### src/rtl/bft_pkg.sv
// rtl/bft_pkg.sv - BFT packet field layout, update FSM states and packet builder
package bft_pkg;

    localparam int PACKET_W  = 49;
    localparam int PAYLOAD_W = 32;
    localparam int LEAF_W    = 5;
    localparam int PORT_W    = 4;
    localparam int TAG_W     = 7;

    localparam int VALID_BIT   = 48;
    localparam int LEAF_MSB    = 47;
    localparam int LEAF_LSB    = 43;
    localparam int PORT_MSB    = 42;
    localparam int PORT_LSB    = 39;
    localparam int TAG_MSB     = 38;
    localparam int TAG_LSB     = 32;
    localparam int PAYLOAD_MSB = 31;
    localparam int PAYLOAD_LSB = 0;

    typedef enum logic {
        UPD_IDLE,
        UPD_REQ
    } upd_state_e;

    // Assemble a valid packet from its fields
    function automatic logic [PACKET_W-1:0] build_pkt(
        input logic [LEAF_W-1:0]    leaf,
        input logic [PORT_W-1:0]    port,
        input logic [TAG_W-1:0]     tag,
        input logic [PAYLOAD_W-1:0] payload
    );
        build_pkt = {1'b1, leaf, port, tag, payload};
    endfunction

endpackage

### src/rtl/leaf_rx_port_if.sv
// rtl/leaf_rx_port_if.sv - user stream and credit-update link bundle
interface leaf_rx_port_if;
    import bft_pkg::*;

    logic [PAYLOAD_W-1:0] dout_data;
    logic                 dout_vld;
    logic                 dout_ack;
    logic [PACKET_W-1:0]  upd_pkt;
    logic                 upd_req;
    logic                 upd_grant;

    modport master (
        output dout_data, dout_vld, upd_pkt, upd_req,
        input  dout_ack, upd_grant
    );

    modport slave (
        input  dout_data, dout_vld, upd_pkt, upd_req,
        output dout_ack, upd_grant
    );

endinterface

### src/rtl/bft_rx_fifo.sv
// rtl/bft_rx_fifo.sv - synchronous FIFO with registered show-ahead head word
module bft_rx_fifo #(
    parameter int WIDTH   = 32,
    parameter int ADDR_W  = 7
) (
    input  logic              clk,
    input  logic              rst_n,
    input  logic              wr_en,
    input  logic [WIDTH-1:0]  wr_data,
    input  logic              rd_en,
    output logic [WIDTH-1:0]  rd_data,
    output logic              rd_vld,
    output logic              full,
    output logic              empty,
    output logic [ADDR_W:0]   count
);

    localparam int DEPTH = 1 << ADDR_W;

    logic [WIDTH-1:0]  mem_q [DEPTH];
    logic [ADDR_W-1:0] wptr_q, wptr_d;
    logic [ADDR_W-1:0] rptr_q, rptr_d;
    logic [ADDR_W:0]   count_q, count_d;
    logic [WIDTH-1:0]  head_q, head_d;
    logic              vld_q, vld_d;
    logic              push, pop;

    // Occupancy tops out at exactly DEPTH, so the MSB alone flags full
    assign full  = count_q[ADDR_W];
    assign push  = wr_en && !full;
    assign pop   = rd_en && vld_q;

    assign rd_data = head_q;
    assign rd_vld  = vld_q;
    assign empty   = !vld_q;
    assign count   = count_q;

    // Pointer/occupancy bookkeeping and refill of the show-ahead head register
    always_comb begin
        wptr_d  = wptr_q + ADDR_W'(push);
        rptr_d  = rptr_q + ADDR_W'(pop);
        count_d = count_q + (ADDR_W+1)'(push) - (ADDR_W+1)'(pop);
        head_d  = head_q;
        if (pop) begin
            if (count_q > 1) begin
                head_d = mem_q[rptr_q + 1'b1];
            end else if (push) begin
                head_d = wr_data;
            end
        end else if (!vld_q && push) begin
            head_d = wr_data;
        end
        vld_d = (count_d != '0);
    end

    // Storage array; no reset needed since occupancy gates every read
    always_ff @(posedge clk) begin
        if (push) begin
            mem_q[wptr_q] <= wr_data;
        end
    end

    // Control and head-word registers
    always_ff @(posedge clk or negedge rst_n) begin
        if (!rst_n) begin
            wptr_q  <= '0;
            rptr_q  <= '0;
            count_q <= '0;
            head_q  <= '0;
            vld_q   <= 1'b0;
        end else begin
            wptr_q  <= wptr_d;
            rptr_q  <= rptr_d;
            count_q <= count_d;
            head_q  <= head_d;
            vld_q   <= vld_d;
        end
    end

endmodule

### src/rtl/leaf_rx_port.sv
// rtl/leaf_rx_port.sv - BFT leaf receive port with credit return
module leaf_rx_port
    import bft_pkg::*;
#(
    parameter int PACKET_BITS           = 49,
    parameter int PAYLOAD_BITS          = 32,
    parameter int NUM_LEAF_BITS         = 5,
    parameter int NUM_PORT_BITS         = 4,
    parameter int NUM_ADDR_BITS         = 7,
    parameter int NUM_BRAM_ADDR_BITS    = 7,
    parameter int FREESPACE_UPDATE_SIZE = 64,
    parameter int MY_PORT               = 1
) (
    input  logic                     ap_clk,
    input  logic                     ap_rst_n,
    input  logic [PACKET_BITS-1:0]   pkt_in,
    input  logic [NUM_LEAF_BITS-1:0] ret_leaf,
    input  logic [NUM_PORT_BITS-1:0] ret_port,
    leaf_rx_port_if.master           io,
    output logic                     overflow
);

    localparam int CW = NUM_BRAM_ADDR_BITS + 1;
    localparam logic [CW-1:0] UPD_SIZE = CW'(FREESPACE_UPDATE_SIZE);

    logic                   accept;
    logic                   pop;
    logic                   fifo_full;
    logic                   fifo_empty_unused;
    logic [CW-1:0]          fifo_count_unused;
    logic                   unused_pkt_fields;

    upd_state_e             state_q, state_d;
    logic [CW-1:0]          freed_cnt_q, freed_cnt_d;
    logic                   upd_req_q, upd_req_d;
    logic [PACKET_BITS-1:0] upd_pkt_q, upd_pkt_d;
    logic                   overflow_q, overflow_d;

    // Routing already selected this leaf; only the port is filtered here
    assign accept = pkt_in[VALID_BIT] &&
                    (pkt_in[PORT_MSB:PORT_LSB] == NUM_PORT_BITS'(MY_PORT));
    assign unused_pkt_fields = ^{pkt_in[LEAF_MSB:LEAF_LSB], pkt_in[TAG_MSB:TAG_LSB]};
    assign pop = io.dout_vld && io.dout_ack;

    bft_rx_fifo #(
        .WIDTH  (PAYLOAD_BITS),
        .ADDR_W (NUM_BRAM_ADDR_BITS)
    ) u_fifo (
        .clk     (ap_clk),
        .rst_n   (ap_rst_n),
        .wr_en   (accept),
        .wr_data (pkt_in[PAYLOAD_MSB:PAYLOAD_LSB]),
        .rd_en   (io.dout_ack),
        .rd_data (io.dout_data),
        .rd_vld  (io.dout_vld),
        .full    (fifo_full),
        .empty   (fifo_empty_unused),
        .count   (fifo_count_unused)
    );

    assign io.upd_req = upd_req_q;
    assign io.upd_pkt = upd_pkt_q;
    assign overflow   = overflow_q;

    // Credit accounting, update-request FSM and sticky drop flag
    always_comb begin
        overflow_d  = overflow_q | (accept & fifo_full);
        state_d     = state_q;
        freed_cnt_d = freed_cnt_q + CW'(pop);
        upd_req_d   = upd_req_q;
        upd_pkt_d   = upd_pkt_q;
        case (state_q)
            UPD_IDLE: begin
                if (freed_cnt_q >= UPD_SIZE) begin
                    state_d   = UPD_REQ;
                    upd_req_d = 1'b1;
                    upd_pkt_d = build_pkt(ret_leaf, ret_port, NUM_ADDR_BITS'(MY_PORT),
                                          PAYLOAD_BITS'(FREESPACE_UPDATE_SIZE));
                end
            end
            UPD_REQ: begin
                if (io.upd_grant) begin
                    state_d     = UPD_IDLE;
                    upd_req_d   = 1'b0;
                    upd_pkt_d   = '0;
                    freed_cnt_d = freed_cnt_q - UPD_SIZE + CW'(pop);
                end
            end
        endcase
    end

    // State and registered outputs
    always_ff @(posedge ap_clk or negedge ap_rst_n) begin
        if (!ap_rst_n) begin
            state_q     <= UPD_IDLE;
            freed_cnt_q <= '0;
            upd_req_q   <= 1'b0;
            upd_pkt_q   <= '0;
            overflow_q  <= 1'b0;
        end else begin
            state_q     <= state_d;
            freed_cnt_q <= freed_cnt_d;
            upd_req_q   <= upd_req_d;
            upd_pkt_q   <= upd_pkt_d;
            overflow_q  <= overflow_d;
        end
    end

endmodule

### src/flat_wrapper.sv
// flat-port wrapper written by rule: the top's interface ports become plain ports
module leaf_rx_port_flat import bft_pkg::*;
#(
    parameter int PACKET_BITS           = 49,
    parameter int PAYLOAD_BITS          = 32,
    parameter int NUM_LEAF_BITS         = 5,
    parameter int NUM_PORT_BITS         = 4,
    parameter int NUM_ADDR_BITS         = 7,
    parameter int NUM_BRAM_ADDR_BITS    = 7,
    parameter int FREESPACE_UPDATE_SIZE = 64,
    parameter int MY_PORT               = 1
)
  (ap_clk, ap_rst_n, pkt_in, ret_leaf, ret_port, overflow, io_dout_data, io_dout_vld, io_upd_pkt, io_upd_req, io_dout_ack, io_upd_grant);
  leaf_rx_port_if io_i ();
  input  logic ap_clk;
  input  logic ap_rst_n;
  input  logic [PACKET_BITS-1:0] pkt_in;
  input  logic [NUM_LEAF_BITS-1:0] ret_leaf;
  input  logic [NUM_PORT_BITS-1:0] ret_port;
  output logic overflow;
  output wire logic [$bits(io_i.dout_data)-1:0] io_dout_data;
  output wire logic [$bits(io_i.dout_vld)-1:0] io_dout_vld;
  output wire logic [$bits(io_i.upd_pkt)-1:0] io_upd_pkt;
  output wire logic [$bits(io_i.upd_req)-1:0] io_upd_req;
  input wire logic [$bits(io_i.dout_ack)-1:0] io_dout_ack;
  input wire logic [$bits(io_i.upd_grant)-1:0] io_upd_grant;
  assign io_dout_data = io_i.dout_data;
  assign io_dout_vld = io_i.dout_vld;
  assign io_upd_pkt = io_i.upd_pkt;
  assign io_upd_req = io_i.upd_req;
  assign io_i.dout_ack = io_dout_ack;
  assign io_i.upd_grant = io_upd_grant;
  leaf_rx_port #(.PACKET_BITS(PACKET_BITS), .PAYLOAD_BITS(PAYLOAD_BITS), .NUM_LEAF_BITS(NUM_LEAF_BITS), .NUM_PORT_BITS(NUM_PORT_BITS), .NUM_ADDR_BITS(NUM_ADDR_BITS), .NUM_BRAM_ADDR_BITS(NUM_BRAM_ADDR_BITS), .FREESPACE_UPDATE_SIZE(FREESPACE_UPDATE_SIZE), .MY_PORT(MY_PORT)) u_core (.ap_clk(ap_clk), .ap_rst_n(ap_rst_n), .pkt_in(pkt_in), .ret_leaf(ret_leaf), .ret_port(ret_port), .io(io_i), .overflow(overflow));
endmodule
### config.mk
export PLATFORM = sky130hd
export DESIGN_NAME = leaf_rx_port_flat
export DESIGN_NICKNAME = d
export VERILOG_FILES = /design/src/rtl/bft_pkg.sv /design/src/rtl/leaf_rx_port_if.sv /design/src/rtl/bft_rx_fifo.sv /design/src/rtl/leaf_rx_port.sv /design/src/flat_wrapper.sv
export SDC_FILE = /design/constraint.sdc
export NUM_CORES = 2
export LEC_CHECK = 0
export ABC_AREA = 1
export CORE_ASPECT_RATIO = 1.4
export CORE_MARGIN = 4
export CORE_UTILIZATION = 40
export CTS_CLUSTER_DIAMETER = 50
export CTS_CLUSTER_SIZE = 12
export DETAILED_ROUTE_END_ITERATION = 6
export MAX_ROUTING_LAYER = met4
export PLACE_DENSITY = 0.6
export REMOVE_ABC_BUFFERS = 1
export SLEW_MARGIN = 25
export SYNTH_ARGS = -nofsm -noshare
export SYNTH_HDL_FRONTEND = slang
export SYNTH_SLANG_ARGS = --single-unit
export TNS_END_PERCENT = 50
### constraint.sdc
create_clock -name ap_clk -period 5.49 [get_ports ap_clk]
set_input_delay 0.8235 -clock ap_clk [delete_from_list [all_inputs] [get_ports ap_clk]]
set_output_delay 0.8235 -clock ap_clk [all_outputs]
set_load 0.05 [all_outputs]
==> After elaboration in Yosys (flattened, before gate mapping) <==
Memory sizes are Yosys's and may differ from the RTL's.
Cells that the tools add are included.
{ "classes": {"addsub": 8, "n_reduce_logical": 10, "n_eq_ne": 4, "n_lt_le_gt_ge": 2, "n_bitwise": 3, "n_mux": 17} }
{ "op_table": {"columns": ["cell", "count"], "rows": [
  ["2-to-1 mux 32 bit", 4],
  ["2-to-1 mux 49 bit", 2],
  ["one-hot mux 49 bit (2 select lines)", 1],
  ["adder 8 x 1 -> 8 bit", 3],
  ["2-to-1 mux 8 bit", 2],
  ["adder 7 x 1 -> 7 bit", 2],
  [">= comparator 8 x 7 -> 1 bit (second input constant)", 1],
  ["greater-than comparator 8 x 1 -> 1 bit (second input constant)", 1],
  ["nonzero test 8 bit", 1],
  ["subtractor 8 x 1 -> 8 bit", 1],
  ["subtractor 8 x 7 -> 8 bit (second input constant)", 1],
  ["adder 7 x 1 -> 7 bit (second input constant)", 1],
  ["2-to-1 mux 1 bit", 6],
  ["== test 4 x 1 -> 1 bit (second input constant)", 1],
  ["logical AND 1 bit", 4],
  ["one-hot mux 1 bit (2 select lines)", 2],
  ["AND reduction 2 bit", 2],
  ["inequality test 3 bit (second input constant)", 1],
  ["zero test 1 bit", 2],
  ["inequality test 2 x 1 -> 1 bit (second input constant)", 1],
  ["inequality test 2 bit (second input constant)", 1],
  ["nonzero test 2 bit", 1],
  ["AND 1 bit", 1],
  ["NOT 1 bit", 1],
  ["bitwise OR 1 bit", 1]
]} }
{ "word_totals": {"reg_bits": 115, "out_inout_bits": 84, "ram_bits": 4096, "memories": 1, "input_bits": 62} }
{ "mem_list": {"columns": ["name", "depth", "width", "rd", "rd_ports_with_merged_regs", "wr", "line", "text"], "rows": [
  ["u_core.u_fifo.mem_q", 128, 32, 1, 0, 1, "bft_rx_fifo.sv:20", "logic [WIDTH-1:0] mem_q [DEPTH];"]
]} }

==> Longest topological paths before layout <==
{ "depth": {"ltp_word": 6, "ltp_mapped": 15, "ltp_nobuf": 15} }

==> By module <==
Synthesis repeated with hierarchy kept, for this count alone.
{ "unflattened": {"cells_unflattened": 13843, "area_unflattened_um2": 168253.9} }
{ "by_module_without_submodules": {"columns": ["module", "area_each_um2", "cells_each", "n_inst"], "rows": [
  ["bft_rx_fifo", 167064.0, 13706, 1],
  ["leaf_rx_port", 1189.9, 137, 1]
]} }

==> Least setup slack after synthesis <==
Ideal clock, no wire load.
{ "synth_timing": {"kind": "input port to flip-flop", "startpoint": "input pkt_in[42]", "endpoint": "memory u_core.u_fifo.mem_q[101][0], enable pin", "setup_slack_ns": 1.858, "setup_time_ns": 0.421, "t_required_ns": 5.069, "path_stages": 8, "t_arrival_ns": 3.211, "path_cell_list": "nor2_1 nand4_1 nor2_1 inv_1 nor2_1 nand3_1 clkbuf_1 nor2_1"} }
{ "synth_via": {"elab_chain_len": 5} }
{ "synth_rtl": {"columns": ["element", "line", "text"], "rows": [
  ["start, declared", "flat_wrapper.sv:17", "input logic [PACKET_BITS-1:0] pkt_in;"],
  ["== test 4 x 1 -> 1 bit", "leaf_rx_port.sv:41", "(pkt_in[PORT_MSB:PORT_LSB] == NUM_PORT_BITS'(MY_PORT));"],
  ["logical AND 1 bit", "leaf_rx_port.sv:40", "assign accept = pkt_in[VALID_BIT] &&"],
  ["logical AND 1 bit", "bft_rx_fifo.sv:30", "assign push = wr_en && !full;"],
  ["2-to-1 mux 1 bit", "bft_rx_fifo.sv:58", "if (push) begin"],
  ["2-to-1 mux 1 bit (implied by the code)", "bft_rx_fifo.sv:59", "mem_q[wptr_q] <= wr_data;"],
  ["end, declared", "bft_rx_fifo.sv:20", null]
]} }
No other way between the ends.

==> Worst setup path after layout <==
{ "layout_timing": {"startpoint": "register u_core.u_fifo.rptr_q[0]", "endpoint": "register u_core.u_fifo.head_q[5], in the netlist u_core.u_fifo.rd_data[5]"} }
{ "layout_via": {"elab_chain_len": 4} }
{ "layout_rtl": {"columns": ["element", "line", "text"], "rows": [
  ["start, declared", "bft_rx_fifo.sv:22", "logic [ADDR_W-1:0] rptr_q, rptr_d;"],
  ["start signal, assigned", "bft_rx_fifo.sv:73", "rptr_q <= rptr_d;"],
  ["adder 7 x 1 -> 7 bit", "bft_rx_fifo.sv:46", "head_d = mem_q[rptr_q + 1'b1];"],
  ["memory (128 x 32 bit)", null, null],
  ["2-to-1 mux 32 bit", "bft_rx_fifo.sv:45", "if (count_q > 1) begin"],
  ["2-to-1 mux 32 bit", "bft_rx_fifo.sv:44", "if (pop) begin"],
  ["end signal, assigned", "bft_rx_fifo.sv:69", "head_q <= '0;"],
  ["end signal, assigned", "bft_rx_fifo.sv:75", "head_q <= head_d;"],
  ["end, declared", "bft_rx_fifo.sv:24", "logic [WIDTH-1:0] head_q, head_d;"]
]} }
No other way between the ends.
A chain may end at the register's enable or synchronous reset.

==> metrics.txt <==
setup violators final 0; Area contributors post-synth edfxtp_1 73%, nand3_1 12%, nand2_1 9.3%; Post-synth EDFFs 4096; TritonCTS Buffers 393; status finished with violations; vias in the first global route 102000; Post-Syn Instances 13800; final core utilization 44.7%; Total Power 109 mW; Max clock buf depth 4; final hold violations 0; DRT Wirelength 495000 microns; Worst-path clk slew 70 ps; pin count of the biggest net entering global routing 188; crit-path most repeated cell nand3_1; clk root buf clkbuf_16; initial antenna violation count 23; Pleak 64.3 nW; minimum clock period 4430 ps; fmax 0.226 GHz; Sw Ratio 44.0%; CTS tree built; fin area 187000 sq um; crit path cell chain buf_12 -> buf_4 -> nand2_1 -> nand3_1 -> nand3_1 -> nand3_1 -> nand3_1 -> nand3_1 -> nand3_1 -> nand3_1 -> nand2_1 -> inv_1; Skew-Pair Late Insertion Delay 950 ps; period utilization 80.7%; RD Place Congestion 0.925; Synth area leader edfxtp_1; Slew headroom 23.0%; r2r setup slk 1060 ps; Area growth syn-to-layout 11.3%; full die area 431000 sq um; # H-tree levels 5; CP Max Fanout 161; Crit-path slowest cell buf_4; Synth warnings 0; Crit Path Class flip-flop to flip-flop; Combinational Power Share 44.9%; Initial Util 40.2%; Placed Area 176000 sq um; post-synthesis cell type count 32; worst hold-check path type primary input to flip-flop; internal power 61.0 mW; first-pass GRT wire length 712000 microns; total gr overflow 0; drt first pass iters 7; post-synth top area share 73.2%; Worst setup SP type flip-flop; CP max stage delay 780 ps; row count 281; PD cells 582 nW/um^2; CP Capture Type flip-flop; IO Pins 146; clock power share 22.3%; DP Wirelength 278000 microns; failing checks DRC; CP required 6370 ps; placed cell count 18900; overall die width 556 microns; final number of max-transition violations 0; Iteration-0 DRC Markers 13000; CTS resizes 0; max-cap check violation count 0; Tot GR Track Use 22.9%; Post-Layout Cell Count 19400; core box area 418000 sq um; worst path arrival time 5310 ps; Primary FF master, synth edfxtp_1; number of synthesized register bits 4171; Psw 47.9 mW; Clock Sinks 4171; sequential share of the synthesized area 74.3%; Residual DRC 3; RSZ-0062 raised after global routing no; layout cells sized above 1 7.15%; final hold slack 238 ps; Seq pwr share 32.8%; netlist area before placement 168000 sq um; clk_skew 57.4 ps; nets 13800; average size of a mapped cell 12.2 sq um; peak supply drop 0.992 mV; port bufs 96; die height 775 microns; ys async rst share 1.80%; drt via density 5.58; vias 108000; Worst Tran Pin Value 1150 ps; drt wl/cell 25.5 microns; antenna-violating nets left 0
[kinds of logic (layout without fill, tap and decap cells)]
kind of cell	Yosys count	count (layout)	synth area share [%]
adder cells (fa/ha/maj)	20	20	0.153
AND/OR/NAND/NOR	8446	8446	22.0
AO/OA/AOI/OAI	58	58	0.227
XOR/XNOR	26	26	0.149
other	1	45	0.00223
buffers and inverters	1086	1097	3.17
flip-flops	4171	4171	74.3
[stage by stage]
stage               setup TNS [ps]  setup slack, ps
floorplan                 -5859890          -177080
global placement                 0              632
detailed placement               0              588
CTS                              0             1220
global route                     0              996
finish                           0             1060
[worst paths after layout]
kind	startpoint	end	cells past startpoint
max in group asynchronous	ap_rst_n	u_core.u_fifo.rd_data[13]	3
min in group asynchronous	ap_rst_n	u_core.freed_cnt_q[5]	2
worst min register to register	u_core.freed_cnt_q[7]	u_core.freed_cnt_q[7]	1
worst max-delay path	u_core.u_fifo.rptr_q[0]	u_core.u_fifo.rd_data[5]	12
worst max register to register	u_core.u_fifo.rptr_q[0]	u_core.u_fifo.rd_data[5]	12
worst min-delay path	pkt_in[8]	u_core.u_fifo.mem_q[68][8]	1
[cell type report]
class	count	area, sq um
fill	37300	231000
sequential	4171	125000
timing repair buffer	475	5010
tap	5518	6900
antenna	8	20.0
clock inverter	23	299
clock buffer	477	10300
inverter	122	478
multi-input combinational	8587	39100
[flip-flops by register name, indices dropped and copies added (netlist names)]
| name | flops |
|---|---|
| u_core.u_fifo.count | 8 |
| u_core.u_fifo.rd_vld | 1 |
| u_core.u_fifo.rptr_q | 7 |
| u_core.freed_cnt_q | 8 |
| u_core.u_fifo.mem_q | 4096 |
| u_core.io.upd_pkt | 10 |
| u_core.state_q | 1 |
| u_core.u_fifo.wptr_q | 7 |
| u_core.overflow | 1 |
| u_core.u_fifo.rd_data | 32 |
[critical path, delay by kind of cell (launching register included)]
| kind | cells | cell delay, ps |
|---|---|---|
| buffers and inverters | 3 | 1360 |
| and+or+nand+nor | 9 | 2150 |
| DFF | 1 | 580 |
[power by group through the flow]
stage	Clock, mW	Sequential [mW]	Combinational, mW
floorplan	0	36.9	16.0
CTS	24.6	35.7	48.6
global route	25.8	35.7	52.4
finish	24.3	35.7	48.9
global placement	0	36.3	48.2
detailed placement	0	36.4	48.5
[cell usage in the layout (no fill, tap or decap), drive strengths merged, types with 4 or more instances in the layout]
master,count
xnor2,4
o21ai,15
a21oi,7
nor3,33
dfrtp,75
nand4,5
o21bai,34
nand3,4086
diode,8
nand2,4171
clkdlybuf4s50,63
conb,37
ha,19
buf,411
clkbuf,477
edfxtp,4096
xor2,22
inv,134
nor2,149
clkinv,10
[Yosys cell counts (all sizes together), types with 19 or more instances]
cell	number
clkbuf	128
edfxtp	4096
o21bai	34
xor2	22
ha	19
nand3	4086
dfrtp	75
nor2	149
nand2	4171
nor3	33
buf	836
inv	122
[layer usage]
layer / vias up / track usage (%) / routed length, microns
met4: 0 / 9.71 / 23400
met2: 4736 / 36.8 / 241000
li1: 48800 / - / -
met5: - / - / 0
met1: 53800 / 29.6 / 193000
met3: 838 / 2.83 / 37900
[repair_timing]
item,CTS,global route
buffers inserted,0,0
hold buffers,1,0
endpoints found under the hold margin,30,0
No activity file was read; power rests on OpenSTA's default activity.
